===== src/rtl/platform_field.sv =====
// platform_field: Doodle Jump platform slots - per-frame scroll, landing and recycle; per-pixel colour.
// Revision 1.0
`timescale 1ns/1ps
`default_nettype none

module platform_field #(
  parameter int          N_PLATFORMS = 8,
  parameter int          X_W         = 11,
  parameter int          Y_W         = 10,
  parameter int          SCREEN_W    = 1280,
  parameter int          SCREEN_H    = 720,
  parameter int          PLAT_W      = 96,
  parameter int          PLAT_H      = 16,
  parameter int          DOODLE_W    = 64,
  parameter int          SCROLL_LINE = 240,
  parameter int          MAX_SCROLL  = 15,
  parameter logic [15:0] LFSR_SEED   = 16'hACE1
) (
  input  logic                 clk_i,
  input  logic                 rst_ni,
  input  logic                 frame_tick_i,
  input  logic [X_W-1:0]       doodle_x_i,
  input  logic [Y_W-1:0]       doodle_y_i,
  input  logic                 doodle_falling_i,
  input  logic [X_W-1:0]       beam_x_i,
  input  logic [Y_W-1:0]       beam_y_i,
  output logic                 busy_o,
  output logic [3:0]           scroll_dy_o,
  output logic                 collision_o,
  output logic [Y_W-1:0]       ground_o,
  output logic [15:0]          score_o,
  output logic [2:0][3:0]      color_o,
  output logic                 is_transparent_o
);

  localparam int                IDX_W    = $clog2(N_PLATFORMS);
  localparam logic [IDX_W-1:0]  IDX_LAST = IDX_W'(N_PLATFORMS - 1);
  localparam logic [X_W-1:0]    X_MOD    = X_W'(SCREEN_W - PLAT_W);
  localparam logic [Y_W-1:0]    SCROLL_Y = Y_W'(SCROLL_LINE);
  localparam logic [Y_W-1:0]    MAX_Y    = Y_W'(MAX_SCROLL);
  localparam logic [3:0]        MAX_S    = 4'(MAX_SCROLL);
  localparam logic [2:0][3:0]   GREEN    = {4'h2, 4'hC, 4'h2};

  typedef enum logic [1:0] {
    S_IDLE    = 2'd0,
    S_SCROLL  = 2'd1,
    S_COLLIDE = 2'd2,
    S_RESPAWN = 2'd3
  } state_t;

  state_t             state_q;
  logic [IDX_W-1:0]   idx_q;
  logic [X_W-1:0]     x_q [N_PLATFORMS];
  logic [Y_W-1:0]     y_q [N_PLATFORMS];
  logic [X_W-1:0]     dx_q;
  logic [Y_W-1:0]     dy_q;
  logic               falling_q;
  logic [3:0]         scroll_q;
  logic               busy_q;
  logic               coll_q;
  logic [Y_W-1:0]     ground_q;
  logic [15:0]        score_q;
  logic [15:0]        lfsr_q;
  logic               transp_q;
  logic [2:0][3:0]    color_q;

  logic [3:0]         scroll_d;
  logic [Y_W-1:0]     gap;
  logic [15:0]        lfsr_d;
  logic [X_W-1:0]     sel_x;
  logic [Y_W-1:0]     sel_y;
  logic [Y_W-1:0]     scrolled_y;
  logic [Y_W:0]       feet;
  logic [Y_W:0]       plat_bot;
  logic [X_W:0]       doodle_r;
  logic [X_W:0]       plat_r;
  logic               hit;
  logic               offscreen;
  logic [Y_W-1:0]     wrapped_y;
  logic [X_W-1:0]     rnd_x;
  logic               last;
  logic               pix_hit;

  always_comb begin
    scroll_d = '0;
    gap      = '0;
    if (doodle_y_i < SCROLL_Y) begin
      gap      = SCROLL_Y - doodle_y_i;
      scroll_d = (gap > MAX_Y) ? MAX_S : gap[3:0];
    end
  end

  assign sel_x      = x_q[idx_q];
  assign sel_y      = y_q[idx_q];
  assign last       = (idx_q == IDX_LAST);
  assign scrolled_y = sel_y + Y_W'(scroll_q);

  // Feet are compared after the scroll so the doodle moves with the field.
  assign feet     = {1'b0, dy_q} + (Y_W+1)'(scroll_q);
  assign plat_bot = {1'b0, sel_y} + (Y_W+1)'(PLAT_H);
  assign doodle_r = {1'b0, dx_q} + (X_W+1)'(DOODLE_W);
  assign plat_r   = {1'b0, sel_x} + (X_W+1)'(PLAT_W);
  assign hit      = falling_q
                    && (doodle_r > {1'b0, sel_x})
                    && ({1'b0, dx_q} < plat_r)
                    && ({1'b0, sel_y} <= feet)
                    && (feet < plat_bot);

  assign offscreen = ({1'b0, sel_y} >= (Y_W+1)'(SCREEN_H));
  assign wrapped_y = sel_y - Y_W'(SCREEN_H);
  assign rnd_x     = lfsr_q[X_W-1:0] % X_MOD;
  assign lfsr_d    = {lfsr_q[0] ^ lfsr_q[2] ^ lfsr_q[3] ^ lfsr_q[5], lfsr_q[15:1]};

  always_ff @(posedge clk_i or negedge rst_ni) begin
    if (!rst_ni) begin
      state_q   <= S_IDLE;
      idx_q     <= '0;
      dx_q      <= '0;
      dy_q      <= '0;
      falling_q <= 1'b0;
      scroll_q  <= '0;
      busy_q    <= 1'b0;
      coll_q    <= 1'b0;
      ground_q  <= Y_W'(SCREEN_H);
      score_q   <= '0;
      lfsr_q    <= LFSR_SEED;
      for (int i = 0; i < N_PLATFORMS; i++) begin
        y_q[i] <= Y_W'(SCREEN_H - PLAT_H - i * (SCREEN_H / N_PLATFORMS));
        x_q[i] <= X_W'((i * 160) % (SCREEN_W - PLAT_W));
      end
    end else begin
      coll_q <= 1'b0;
      case (state_q)
        S_IDLE: begin
          // busy drops one cycle after the last slot so the frame spans 3N+1 cycles.
          if (busy_q) begin
            busy_q <= 1'b0;
          end else if (frame_tick_i) begin
            dx_q      <= doodle_x_i;
            dy_q      <= doodle_y_i;
            falling_q <= doodle_falling_i;
            scroll_q  <= scroll_d;
            busy_q    <= 1'b1;
            idx_q     <= '0;
            state_q   <= S_SCROLL;
          end
        end
        S_SCROLL: begin
          y_q[idx_q] <= scrolled_y;
          if (last) begin
            idx_q   <= '0;
            state_q <= S_COLLIDE;
          end else begin
            idx_q <= idx_q + IDX_W'(1);
          end
        end
        S_COLLIDE: begin
          if (hit) begin
            coll_q   <= 1'b1;
            ground_q <= sel_y;
            idx_q    <= '0;
            state_q  <= S_RESPAWN;
          end else if (last) begin
            idx_q   <= '0;
            state_q <= S_RESPAWN;
          end else begin
            idx_q <= idx_q + IDX_W'(1);
          end
        end
        S_RESPAWN: begin
          if (offscreen) begin
            y_q[idx_q] <= wrapped_y;
            x_q[idx_q] <= rnd_x;
            lfsr_q     <= lfsr_d;
            if (score_q != 16'hFFFF) begin
              score_q <= score_q + 16'd1;
            end
          end
          if (last) begin
            idx_q   <= '0;
            state_q <= S_IDLE;
          end else begin
            idx_q <= idx_q + IDX_W'(1);
          end
        end
        default: state_q <= S_IDLE;
      endcase
    end
  end

  always_comb begin
    pix_hit = 1'b0;
    for (int i = 0; i < N_PLATFORMS; i++) begin
      if ((x_q[i] <= beam_x_i)
          && ({1'b0, beam_x_i} < ({1'b0, x_q[i]} + (X_W+1)'(PLAT_W)))
          && (y_q[i] <= beam_y_i)
          && ({1'b0, beam_y_i} < ({1'b0, y_q[i]} + (Y_W+1)'(PLAT_H)))) begin
        pix_hit = 1'b1;
      end
    end
  end

  always_ff @(posedge clk_i or negedge rst_ni) begin
    if (!rst_ni) begin
      transp_q <= 1'b1;
      color_q  <= '0;
    end else begin
      transp_q <= !pix_hit;
      color_q  <= pix_hit ? GREEN : '0;
    end
  end

  assign busy_o           = busy_q;
  assign scroll_dy_o      = scroll_q;
  assign collision_o      = coll_q;
  assign ground_o         = ground_q;
  assign score_o          = score_q;
  assign color_o          = color_q;
  assign is_transparent_o = transp_q;

endmodule

`default_nettype wire


===== config.mk =====
export PLATFORM = sky130hd
export DESIGN_NAME = platform_field
export DESIGN_NICKNAME = d
export VERILOG_FILES = /design/src/rtl/platform_field.sv
export SDC_FILE = /design/constraint.sdc
export NUM_CORES = 1
export LEC_CHECK = 0
export ABC_AREA = 0
export BUFFER_PORTS_ARGS = -buffer_cell sky130_fd_sc_hd__buf_2
export CAP_MARGIN = 10
export CORE_ASPECT_RATIO = 0.5
export CORE_MARGIN = 8
export CORE_UTILIZATION = 58
export CTS_BUF_LIST = sky130_fd_sc_hd__clkbuf_8 sky130_fd_sc_hd__clkbuf_16
export DETAILED_ROUTE_END_ITERATION = 6
export PLACE_DENSITY = 0.79
export SYNTH_ARGS = -nofsm -noshare
export SYNTH_HDL_FRONTEND = slang
export SYNTH_SLANG_ARGS = --single-unit

===== constraint.sdc =====
create_clock -name clk_i -period 4.25 [get_ports clk_i]
set_input_delay 0.85 -clock clk_i [delete_from_list [all_inputs] [get_ports clk_i]]
set_output_delay 0.85 -clock clk_i [all_outputs]
set_load 0.05 [all_outputs]

==> results of run 1 <==
==> cells by family (layout without fill, tap and decap cells) <==
family	Yosys count	after routing	share of synthesized area (%)
buf+inv	244	388	5.01
compound gates	556	556	17.0
other cells	1	9	0.0173
mux	158	158	9.09
fa+ha+maj	413	413	23.9
simple gates	520	520	11.9
flops	245	245	28.7
xor+xnor	107	107	4.39
==> cell usage after synthesis (all sizes together), types with 27 or more instances <==
cell type	count	area, um2
a21oi	97	485
inv	170	638
buf	51	362
xnor2	47	419
a221oi	34	328
o21a	32	240
dfstp	66	1730
nand2	172	653
o21ai	188	945
dfrtp	179	4480
nor2b	44	275
nand3	68	365
nand4	31	194
and3	28	185
nor3	27	150
nor2	87	327
xor2	60	533
ha	410	5130
mux2	142	1760
a21o	37	278
==> flip-flops by register name, summed over array words and instances, names as in the netlist, 4 cells and up <==
register,cells
x_q,88
y_q,80
lfsr_q,16
score_o,16
dx_q,11
dy_q,10
ground_o,10
scroll_dy_o,4
==> cell type report <==
cell class,instances,area [um2]
inverter,170,638
antenna,1,2.50
tap,494,618
clock inverter,19,154
multi-input combinational,1762,14500
timing repair buffer,170,1160
fill,2984,13100
clock buffer,29,703
sequential,245,6220
==> routing by layer <==
metal	up-vias	global-route usage, %
met3	265	6.57
met4	2	13.9
li1	8405	-
met5	-	0
met2	923	46.9
met1	9028	39.5
==> per-stage QoR <==
stage               power, mW  hold slack (ns)  setup slack [ns]
floorplan                8.28            0.454            0.0438
global placement         10.5            0.474             0.121
detailed placement       10.7            0.476            0.0945
CTS                      13.1            0.380            0.0756
global route             14.2            0.395           0.00492
finish                   13.4            0.331             0.150
==> path summary, 6_finish.rpt <==
path                                          from                       to  slack, ns  depth (start not counted)
max                           idx_q[2]$_DFFE_PN0P_  ground_o[0]$_DFFE_PN0P_       0.15                         16
min                                         rst_ni      x_q[72]$_DFFE_PN0P_       0.33                          1
max reg2reg                   idx_q[2]$_DFFE_PN0P_  ground_o[0]$_DFFE_PN0P_       0.15                         16
min reg2reg                score_o[10]$_DFFE_PN0P_  score_o[10]$_DFFE_PN0P_       0.48                          1
max in group asynchronous                   rst_ni    lfsr_q[0]$_DFFE_PN1P_       2.91                          2
min in group clk_i         score_o[10]$_DFFE_PN0P_  score_o[10]$_DFFE_PN0P_       0.48                          1
==> timing repair <==
item,in CTS,in global routing
setup endpoints to repair,0,15
resized for setup,0,16
setup buffers,0,9
==> power breakdown <==
part	switching, mW	internal, mW
clock	1.03	1.31
combinational	4.39	3.03
sequential	0.765	2.89
==> metrics, run 1 <==
Post-synth top flop dfrtp_1; Layout Cell Area excl Fill 24,000 um2; post-route antenna net violation count 0; max_cap viols 0; Slew HR 14.7%; Buf/Inv on CP 3; first-pass GRT wire length 105 mm; Worst Tran Pin Value 1.27 ns; Pre-Repair DR Iteration Count 6; final core occ 64.6%; TritonCTS clock tree yes; crit path DAT 4.55 ns; endpoints failing hold 0; setup_tns 0 ns; area grow syn2layout 10.6%; Post-DP HPWL 51.5 mm; initial core utilization 58.4%; Tot GR Track Use 30.1%; total gr overflow 0; Core Box Area 37,100 um2; Startpoint Class flop; Die Area 44,200 um2; row count 50; Crit path required time 4.70 ns; Seq/Total Area, Yosys 28.7%; DR DRC count 0; DR top layer met5; CTS max path bufs 3; PwrDens 560 nW/um2; Final Cycle Share 96.5%; Metal-1 WL 27.6 mm; Crit Path Max Fanout 22; Wirelength per Cell 23.4 um; Final Non-Filler Cells 2,890; Setup Viol. Count Final 0; Layout Nets 2,833; post-layout min period 4.10 ns; initial antenna violation count 2; RSZ-0062 raised after global routing no; Worst-path clk slew 0.06 ns; delay-heaviest family, CP compound AO/OA/AOI/OAI gates; Worst IR Drop VDD 0.000420 V; largest net degree at the start of global routing 104; count of hold-fix buffers inserted at cts 0; Worst Setup End Kind flop; DR iter-0 viols 1,777; num ports 91; GPL Wtd Cong 1.02; vias per cell 6.44; Crit Path Category reg -> reg; CP peak stage delay 0.49 ns; Routed Wire Length 67.6 mm; placed insts 2,832; cts bufs inserted 26; Synth cell types 92; Die Span X 289 um; crit-path cells buf_12 -> nor2b_1 -> buf_4 -> a22oi_1 -> o22ai_1 -> inv_1 -> ha_1 -> nor2b_1 -> o21a_1 -> o21a_1 -> o21ai_0 -> a211oi_2 -> a221oi_1 -> and4_1 -> and2_4 -> mux2_2; worst clock skew 0.0231 ns; Mapped Avg Cell Area 9.66 um2; Mapped Cells 2,244; Slew Limit Fails 0; Mapped Area 21,700 um2; clk sinks 245; commonest non-fill, non-tap cell in the layout ha_1; EDFF count, synth 0; metal3 WL 6.63 mm; Worst-Skew Late Latency 0.57 ns; met2 routed WL 29.6 mm; vias 18,600; Leak 11.1 nW; I/O Buffers 82; Area after DPL 23,000 um2; Async S/R FF share, synth 100%; Worst Hold Class in -> async; Fmax 0.244 GHz; root buffer cell clkbuf_16; share of post-route cells with drive strength above 1 19.2%; Yosys warnings 0; commonest cells after routing, fill and taps aside 410 x ha_1, 175 x inv_1, 175 x dfrtp_1, 169 x nand2_1, 166 x o21ai_0; Die Y 153 um; status completed; CTS H-Tree Depth 1; vias in the first global route 18,300; #FFs+latches synth 245; Slowest-stage cell, CP dfrtp_2
Power figures use the tool's default switching activity.
==> inputs of run 2 (changes only) <==
--- a/config.mk
+++ b/config.mk
@@ -6,13 +6,13 @@
 export NUM_CORES = 1
 export LEC_CHECK = 0
 export ABC_AREA = 0
-export BUFFER_PORTS_ARGS = -buffer_cell sky130_fd_sc_hd__buf_2
 export CAP_MARGIN = 10
 export CORE_ASPECT_RATIO = 0.5
 export CORE_MARGIN = 8
-export CORE_UTILIZATION = 58
+export CORE_UTILIZATION = 60
 export CTS_BUF_LIST = sky130_fd_sc_hd__clkbuf_8 sky130_fd_sc_hd__clkbuf_16
 export DETAILED_ROUTE_END_ITERATION = 6
+export DONT_BUFFER_PORTS = 1
 export PLACE_DENSITY = 0.79
 export SYNTH_ARGS = -nofsm -noshare
 export SYNTH_HDL_FRONTEND = slang
==> run 2 against run 1 <==
  * Sequential power grew 6.6%
  * Critical path depth shrank 2
  * Via count fell by 2.6%
  * Setup slack worse by 0.0075 ns
  * Clock power decreased by 3%
  * Worst hold slack worse by 0.20 ns
  * Utilization is 0.73 points higher
  * Cell count fell by 3.8%
  * Largest power group unchanged
==> metrics, run 2 (synthesis results as in run 1) <==
status completed (unchanged); vias in the first global route 17,300 (was 18,300); crit-path cells buf_4 -> mux2_2 -> a221oi_1 -> o22a_1 -> ha_1 -> and4_1 -> nand3_1 -> o32ai_1 -> a221oi_1 -> o31ai_1 -> a221oi_1 -> and4_1 -> and2_4 -> mux2_2 (was buf_12 -> nor2b_1 -> buf_4 -> a22oi_1 -> o22ai_1 -> inv_1 -> ha_1 -> nor2b_1 -> o21a_1 -> o21a_1 -> o21ai_0 -> a211oi_2 -> a221oi_1 -> and4_1 -> and2_4 -> mux2_2); share of post-route cells with drive strength above 1 15.5% (was 19.2%); Crit path required time 4.70 ns (about the same); Slew HR 31.0% (was 14.7%); crit-path most repeated cell a221oi_1; clk sinks 245 (unchanged); DR iter-0 viols 1,823 (was 1,777); Die Area 42,800 um2 (was 44,200 um2); vias per cell 6.53 (was 6.44); Worst Tran Pin Value 1.04 ns (was 1.27 ns); root buffer cell clkbuf_16 (unchanged); total gr overflow 0 (unchanged); R2R depth 14 (was 16); Crit Path Max Fanout 23 (was 22); GPL Wtd Cong 1.06 (was 1.02); commonest non-fill, non-tap cell in the layout ha_1 (unchanged); final-layout fill cell count 2,888 (was 2,984); Multi-input gate area 14,500 um2 (unchanged); Worst IR Drop VDD 0.000350 V (was 0.000420 V); Post-DP HPWL 51.3 mm (was 51.5 mm); Die Span X 285 um (was 289 um); WHS 0.130 ns (was 0.331 ns); max_cap viols 0 (unchanged); register area 6220 um2 (unchanged); PwrDens 560 nW/um2 (about the same); Crit Path Category reg -> reg (unchanged); Worst path depth 14 (was 16); Leak 10.7 nW (was 11.1 nW); TritonCTS clock tree yes (unchanged); Final Non-Filler Cells 2,780 (was 2,890); Worst-Skew Late Latency 0.58 ns (was 0.57 ns); Worst Setup End Kind flop (unchanged); commonest cells after routing, fill and taps aside 410 x ha_1, 177 x inv_1, 175 x dfrtp_1, 169 x nand2_1, 167 x o21ai_0 (was 410 x ha_1, 175 x inv_1, 175 x dfrtp_1, 169 x nand2_1, 166 x o21ai_0); final worst slack 0.143 ns (was 0.150 ns); cts bufs inserted 25 (was 26); delay-heaviest family, CP compound AO/OA/AOI/OAI gates (unchanged); initial antenna violation count 1 (was 2); Startpoint Class flop (unchanged); worst clock skew 0.0286 ns (was 0.0231 ns); placed insts 2,724 (was 2,832); Placement Setup Slack 0.107 ns (was 0.0945 ns); vias 18,100 (was 18,600); Setup Viol. Count Final 0 (unchanged); I/O Buffers 0 (was 82); Pre-Repair DR Iteration Count 6 (unchanged); area grow syn2layout 7.74% (was 10.6%); max FFs per register 88 (unchanged); final core occ 65.3% (was 64.6%); row count 49 (was 50); Final Cycle Share 96.6% (was 96.5%); Worst-path clk slew 0.07 ns (was 0.06 ns); Wirelength per Cell 25.0 um (was 23.4 um); Regs by FF count x_q: 88 flops, y_q: 80 flops (unchanged); Core Box Area 35,700 um2 (was 37,100 um2); total power 13.1 mW (was 13.4 mW); Fmax 0.243 GHz (was 0.244 GHz); crit path DAT 4.55 ns (about the same); post-layout min period 4.11 ns (was 4.10 ns); first-pass GRT wire length 103 mm (was 105 mm); Slew Limit Fails 0 (unchanged); DR DRC count 0 (unchanged); CTS H-Tree Depth 1 (unchanged); Die Y 150 um (was 153 um); Routed Wire Length 69.5 mm (was 67.6 mm); largest register by flop count x_q (unchanged); num ports 91 (unchanged); CTS max path bufs 3 (unchanged); post-route antenna net violation count 0 (unchanged); Layout Nets 2,734 (was 2,833); Worst Hold Class in -> async (unchanged); endpoints failing hold 0 (unchanged); Slowest-stage cell, CP dfrtp_2 (unchanged); Tot GR Track Use 30.9% (was 30.1%); CP peak stage delay 0.43 ns (was 0.49 ns); largest net degree at the start of global routing 130 (was 104); Buf/Inv on CP 1 (was 3); initial core utilization 60.6% (was 58.4%)
[run 2: cell count changes in the layout (fill, tap and decap cells not counted), sizes merged]
cell	change
buf	-102
clkbuf	-1
clkinv	-2
dlygate4sd3	+3
inv	+2
[run 2: final timing paths]
path | startpoint | to | slack (ns)
worst max-delay path | idx_q[2]$_DFFE_PN0P_ | ground_o[0]$_DFFE_PN0P_ | 0.14
worst min-delay path | rst_ni | x_q[71]$_DFFE_PN1P_ | 0.13
worst max register to register | idx_q[2]$_DFFE_PN0P_ | ground_o[0]$_DFFE_PN0P_ | 0.14
worst min register to register | lfsr_q[14]$_DFFE_PN0P_ | lfsr_q[14]$_DFFE_PN0P_ | 0.50
max in group asynchronous | rst_ni | y_q[0]$_DFFE_PN0P_ | 2.69
min in group clk_i | doodle_x_i[5] | dx_q[5]$_DFFE_PN0P_ | 0.42
[run 2: final cells by class]
cell class              instances  share of cell area [%]
multi-input cells            1762                    62.0
flip-flops and latches        245                    26.6
clock buffers                  27                    2.80
inverters                     170                    2.73
well taps                     484                    2.59
repair buffers                 72                    2.58
clock inverters                19                   0.680
diodes                          1                  0.0107
[run 2: report_power, final]
part	internal, mW	switching, mW	total [mW]	leakage (nW)
combinational	2.86	4.03	6.90	7.15
sequential	2.89	1.01	3.90	3.08
clock	1.24	1.04	2.28	0.427
total	6.99	6.09	13.1	10.7
[run 2: what timing repair did]
action	CTS	global route
setup endpoints to repair	0	18
hold buffers	1	5
gates resized for setup	0	12
endpoints found under the hold margin	117	3
setup buffers	0	3
[run 2: layer usage]
layer | up-vias | global-route usage (%) | part of all wire, %
li1 | 8216 | - | -
met1 | 8783 | 41.8 | 42
met2 | 957 | 47.9 | 43
met3 | 190 | 7.05 | 11
met4 | 2 | 11.9 | 4.1
met5 | - | 0 | 0.017
[run 2: per-stage QoR]
stage / setup TNS, ns / area (um2)
3_5_place_dp: 0 / 22400
5_1_grt: -0.0101 / 23400
2_1_floorplan: 0 / 21700
4_1_cts: 0 / 23200
3_3_place_gp: 0 / 22400
6_report: 0 / 23400
